## src/rtl/plab2_proc_imem_fetch_tracker.sv

```systemverilog
// plab2_proc_imem_fetch_tracker
//
// Tracks outstanding instruction fetches between the fetch control and the
// instruction-memory ports. It allows up to p_max_inflight credits, where a
// credit is an outstanding request or a buffered response. It discards
// responses that belong to squashed fetches. Live responses go through a
// bypass queue. A change of security domain squashes every older fetch.
//
// Ports:
//   clk_i, reset_i          clock, asynchronous active-high reset
//   domain_i                security domain of the fetch stream
//   squash_i                redirect; kills every fetch issued before this cycle
//   creq_val_i / creq_rdy_o fetch issue handshake from ctrl
//   mreq_val_o / mreq_rdy_i request handshake to imem
//   mresp_*                 response handshake from imem
//   cresp_*                 live response handshake to ctrl
//   inflight_o              requests issued whose response has not been received
//   drop_pending_o          responses still to be discarded
module plab2_proc_imem_fetch_tracker #(
    parameter int unsigned p_msg_nbits    = 32,
    parameter int unsigned p_max_inflight = 4,
    parameter int unsigned p_cnt_nbits    = $clog2(p_max_inflight + 1)
) (
    input  logic                   clk_i,
    input  logic                   reset_i,
    input  logic                   domain_i,
    input  logic                   squash_i,
    input  logic                   creq_val_i,
    output logic                   creq_rdy_o,
    output logic                   mreq_val_o,
    input  logic                   mreq_rdy_i,
    input  logic [p_msg_nbits-1:0] mresp_msg_i,
    input  logic                   mresp_val_i,
    output logic                   mresp_rdy_o,
    output logic [p_msg_nbits-1:0] cresp_msg_o,
    output logic                   cresp_val_o,
    input  logic                   cresp_rdy_i,
    output logic [p_cnt_nbits-1:0] inflight_o,
    output logic [p_cnt_nbits-1:0] drop_pending_o
);

    localparam int unsigned PtrW  = (p_max_inflight > 1) ? $clog2(p_max_inflight) : 1;
    localparam int unsigned UsedW = p_cnt_nbits + 1;
    localparam logic [UsedW-1:0]       MaxUsed = UsedW'(p_max_inflight);
    localparam logic [p_cnt_nbits-1:0] MaxCnt  = p_cnt_nbits'(p_max_inflight);
    localparam logic [PtrW-1:0]        LastPtr = PtrW'(p_max_inflight - 1);
    localparam logic [PtrW-1:0]        PtrOne  = PtrW'(1);

    logic                   dom_q;
    logic [p_cnt_nbits-1:0] inflight_q, inflight_d;
    logic [p_cnt_nbits-1:0] drop_q, drop_d;
    logic [p_cnt_nbits-1:0] occ_q, occ_d;
    logic [PtrW-1:0]        head_q, head_d;
    logic [PtrW-1:0]        tail_q, tail_d;
    logic [p_msg_nbits-1:0] buf_q [p_max_inflight];

    logic             sq;
    logic [UsedW-1:0] used;
    logic             credit;
    logic             drop_mode;
    logic             no_inflight;
    logic             buf_empty;
    logic             issue;
    logic             resp_fire;
    logic             resp_live;
    logic             resp_dec;
    logic             bypass;
    logic             enq;
    logic             deq;

    // Handshake outputs; all forced low while reset is held.
    always_comb begin
        sq          = squash_i | (domain_i != dom_q);
        used        = {1'b0, inflight_q} + {1'b0, occ_q};
        credit      = used < MaxUsed;
        drop_mode   = drop_q != '0;
        no_inflight = inflight_q == '0;
        buf_empty   = occ_q == '0;

        creq_rdy_o  = !reset_i & mreq_rdy_i & credit;
        mreq_val_o  = !reset_i & creq_val_i & credit;
        issue       = creq_val_i & creq_rdy_o;

        // A response with nothing in flight is a protocol error; it is
        // swallowed even when the buffer is full so the bus cannot lock up.
        mresp_rdy_o = !reset_i & (drop_mode | (occ_q < MaxCnt) | (no_inflight & mresp_val_i));
        resp_fire   = mresp_val_i & mresp_rdy_o;
        // Response belongs to a fetch that survives this cycle.
        resp_live   = !drop_mode & !no_inflight & !sq;

        cresp_val_o = !reset_i & !sq & (!buf_empty | (mresp_val_i & resp_live));
        cresp_msg_o = buf_empty ? mresp_msg_i : buf_q[head_q];

        bypass      = resp_fire & resp_live & buf_empty & cresp_rdy_i;
        enq         = resp_fire & resp_live & !bypass;
        deq         = cresp_val_o & cresp_rdy_i & !buf_empty;
        resp_dec    = resp_fire & !no_inflight;
    end

    // Counter and buffer-pointer next state.
    always_comb begin
        inflight_d = inflight_q + p_cnt_nbits'(issue) - p_cnt_nbits'(resp_dec);

        if (sq) begin
            // Everything issued before this cycle is dead; the response
            // arriving now (if any) is one of them.
            drop_d = inflight_q - p_cnt_nbits'(resp_dec);
        end else begin
            drop_d = drop_q - p_cnt_nbits'(resp_fire & drop_mode);
        end

        occ_d  = occ_q;
        head_d = head_q;
        tail_d = tail_q;
        if (sq) begin
            occ_d  = '0;
            head_d = '0;
            tail_d = '0;
        end else begin
            occ_d = occ_q + p_cnt_nbits'(enq) - p_cnt_nbits'(deq);
            if (enq) begin
                tail_d = (tail_q == LastPtr) ? '0 : tail_q + PtrOne;
            end
            if (deq) begin
                head_d = (head_q == LastPtr) ? '0 : head_q + PtrOne;
            end
        end
    end

    always_ff @(posedge clk_i or posedge reset_i) begin
        if (reset_i) begin
            dom_q      <= 1'b0;
            inflight_q <= '0;
            drop_q     <= '0;
            occ_q      <= '0;
            head_q     <= '0;
            tail_q     <= '0;
        end else begin
            dom_q      <= domain_i;
            inflight_q <= inflight_d;
            drop_q     <= drop_d;
            occ_q      <= occ_d;
            head_q     <= head_d;
            tail_q     <= tail_d;
        end
    end

    // Payload storage needs no reset; occupancy says what is valid.
    always_ff @(posedge clk_i) begin
        if (enq) begin
            buf_q[tail_q] <= mresp_msg_i;
        end
    end

    assign inflight_o     = inflight_q;
    assign drop_pending_o = drop_q;

    // A response with no fetch outstanding violates the imem protocol.
    a_resp_without_req : assert property (@(posedge clk_i) disable iff (reset_i)
        !(mresp_val_i && no_inflight));

endmodule

```

## config.mk

```make
export PLATFORM = sky130hd
export DESIGN_NAME = plab2_proc_imem_fetch_tracker
export DESIGN_NICKNAME = d
export VERILOG_FILES = /design/src/rtl/plab2_proc_imem_fetch_tracker.sv
export SDC_FILE = /design/constraint.sdc
export NUM_CORES = 1
export LEC_CHECK = 0
export BUFFER_PORTS_ARGS = -buffer_cell sky130_fd_sc_hd__buf_2
export CAP_MARGIN = 20
export CORE_MARGIN = 3
export CORE_UTILIZATION = 57
export CTS_CLUSTER_SIZE = 10
export DETAILED_ROUTE_END_ITERATION = 6
export PLACE_DENSITY = 0.89
export SKIP_LAST_GASP = 1
export SYNTH_ARGS = -nofsm -noshare
export SYNTH_HDL_FRONTEND = slang
export SYNTH_SLANG_ARGS = --single-unit
```

## constraint.sdc

```tcl
create_clock -name clk_i -period 2.89 [get_ports clk_i]
set_clock_uncertainty 0.2 [all_clocks]
set_input_delay 0.289 -clock clk_i [delete_from_list [all_inputs] [get_ports clk_i]]
set_output_delay 0.289 -clock clk_i [all_outputs]
set_load 0.02 [all_outputs]
```

==> out/qor.txt <==
Post-synth top area share - 0.6380
Share of layout cells above drive strength 1 - 0.4376
Avg WL per Cell - 19.07 um
Total CTS buffers - 17
Ys async rst share - 0.09859
Synth-to-Final Area Change - 26.60%
CTS tree - built
Leakage - 2.816 nW
Max VDD drop - 0.0005333 V
Drt first pass iters - 4
Max Slew Vio Count - 0
Post-synth top area cell - edfxtp_1
# rows - 36
Count of final hold-check violations - 0
Yosys warning count - 0
Max_cap viols - 0
All-layer global routing usage - 0.2134
Via count - 3,238
Synth Net Count - 362
Hold WC Path Type - primary input to flip-flop
Residual DRC count - 0
Minimum clock period - 2764 ps
Number of fill cells - 578
Final setup violation count - 0
DRT iter0 DRCs - 160
Reg2reg path depth - 10
Total power - 0.005053 W
Worst-path clk slew - 60 ps
I/O pin cnt - 82
Outcome - complete, no violations
Post-synth top cells - edfxtp_1 (128), mux2_2 (32), mux4_2 (28)
Critical Path End - inflight_o[2]$_DFF_PP0_
Top cells by area, synth - edfxtp_1 (64%), mux4_2 (10%), mux2_2 (6.0%), dfrtp_1 (5.8%), ha_1 (3.1%)
Crit Path Class - flip-flop to flip-flop
Worst R2R Start - occ_q[1]$_DFF_PP0_
Core footprint - 0.01004 mm^2
Post-synth EDFFs - 128
Most used DFF post-synth - edfxtp_1
Clk buf depth - 2
Most frequent cell after synthesis - edfxtp_1
Nets - 502
Post-Syn Area - 0.006025 mm^2
Initial core utilization - 0.5998
Total gr overflow - 0
Arr. time, crit path - 2970 ps
Pin count of the biggest net entering global routing - 33
H-tree depth - 4
Port buffer count - 81
Worst setup EP type - flip-flop
Total Wirelength - 11,250 um
Die outline height - 108.8 um
Final instance area - 0.007627 mm^2
Placed cell area - 0.006660 mm^2
Hpwl dp - 6905 um
First-pass GRT wire length - 18,410 um
Ant diodes - 0
Synth unique cells - 34
Gpl congestion - 0.8197
Sequential fraction of the synthesis area - 0.6962
Post-Synthesis Cells - 305
Worst setup path start - occ_q[1]$_DFF_PP0_
Worst slew pin tran - 392.7 ps
Worst setup SP type - flip-flop
Worst endpoint required time - 3100 ps
Final ANT Viol Nets - 0
FF-to-FF setup slack - 130 ps
Hold path start - mreq_rdy_i
Area of the die - 0.01184 mm^2
Capture point of the worst reg-to-reg path - inflight_o[2]$_DFF_PP0_
Power Density - 662.5 mW/mm^2
Clock Latency Late Sink - 520 ps
Clock root buffer - clkbuf_8
Max_slew headroom - 0.7366
Post-CTS setup buffers - 0
Average size of a mapped cell - 19.75 um^2
Initial antenna violation count - 0
Clk sinks - 142
Vias in the first global route - 3,634
CP max FO - 6
Die Width - 108.8 um
Max Clk Rate - 361.8 MHz
Vias per Instance - 5.488
Post-route clock period utilization - 0.9564
Post-synthesis register bit count - 142
## per-stage QoR
step                hold slack, ps  cells  setup slack, ps  utilization  setup TNS, ps
floorplan                    120.4    305            50.51            -              0
global placement             202.7    523            195.7       0.6631              0
detailed placement           208.3    523            57.45       0.6631              0
CTS                          137.2    590            45.79       0.7577              0
global route                 164.0    590           -9.079       0.7593         -16.13
finish                       155.2    590            126.0       0.7593              0
## logic make-up (layout without fill, tap and decap cells)
family | count (synthesis) | in the layout | synth area share
DFF | 142 | 142 | 0.6962
AOI/OAI and AO/OA | 11 | 11 | 0.01225
and+or+nand+nor | 32 | 32 | 0.02908
muxes | 68 | 68 | 0.1894
buffers and inverters | 28 | 180 | 0.02513
xor gates and xnor gates | 7 | 7 | 0.01018
adders and majority gates | 17 | 17 | 0.03780
## how the worst min path moves through the flow
stage / endpoint / slack, ps / cells after the start
2_1_floorplan: dom_q$_DFF_PP0_ / 120 / 0
3_3_place_gp: dom_q$_DFF_PP0_ / 200 / 3
3_5_place_dp: dom_q$_DFF_PP0_ / 210 / 3
4_1_cts: inflight_o[0]$_DFF_PP0_ / 140 / 5
5_1_grt: inflight_o[0]$_DFF_PP0_ / 160 / 5
6_report: inflight_o[0]$_DFF_PP0_ / 160 / 5
## metal layers
metal  routed length, um  vias up  global-route usage
li1                    -     1497                   -
met1                4641     1619              0.2737
met2                5837      111              0.3570
met3                 674       11             0.05861
met4                  99        0             0.06943
met5                   0        -                   0
## sequential cells by signal, indices dropped and copies added (netlist names)
signal / flops
dom_q: 1
head_q: 2
inflight_o: 3
buf_q: 128
occ_q: 3
drop_pending_o: 3
tail_q: 2
## cell usage in the layout, fill, tap and decap left out, drive strengths merged
| cell type | netlist | routed |
|---|---|---|
| and2 | 5 | 5 |
| buf | 11 | 101 |
| nand2 | 7 | 7 |
| inv | 12 | 13 |
| xnor2 | 5 | 5 |
| mux2i | 3 | 3 |
| o31ai | 2 | 2 |
| a211oi | 3 | 3 |
| a21oi | 2 | 2 |
| nand2b | 2 | 2 |
| edfxtp | 128 | 128 |
| and4 | 1 | 1 |
| mux2 | 33 | 33 |
| nor2b | 1 | 1 |
| fa | 2 | 2 |
| nor4 | 1 | 1 |
| clkinv | 0 | 7 |
| dfrtp | 14 | 14 |
| and3 | 2 | 2 |
| a31oi | 1 | 1 |
| clkbuf | 5 | 19 |
| bufinv | 0 | 4 |
| nor2 | 6 | 6 |
| ha | 15 | 15 |
| xor2 | 2 | 2 |
| mux4 | 32 | 32 |
| nand3 | 1 | 1 |
| nor3 | 5 | 5 |
| dlygate4sd3 | 0 | 36 |
| o21ai | 3 | 3 |
| nor3b | 1 | 1 |
## where the power goes
part           internal, W  total (W)  switching [W]
clock              0.00139    0.00217       0.000783
combinational     0.000240   0.000538       0.000298
sequential         0.00229    0.00234      0.0000505
## final cells by class
class	count	area (um^2)	share of cell area
Clock inverter	12	168.9	0.02215
Timing Repair Buffer	137	932.1	0.1222
Tap cell	133	166.4	0.02182
Multi-Input combinational cell	135	1697	0.2224
Sequential cell	142	4197	0.5502
Inverter	12	45.04	0.005906
Clock buffer	19	421.7	0.05528
## repair_timing
item | 4_1_cts | 5_1_grt
hold buffers | 36 | 0
gates resized for setup | 0 | 4
endpoints found under the hold margin | 147 | 0
setup endpoints to repair | 0 | 3
## critical path, stage by stage, from the launching register on
cell	delay, ps
dfrtp_2	480
ha_1	220
nor4_2	290
and3_2	230
nand2_1	60
ha_1	280
inv_1	50
ha_1	180
fa_1	390
xnor2_1	150
xnor2_1	120
(Power assumes the default switching activity.)
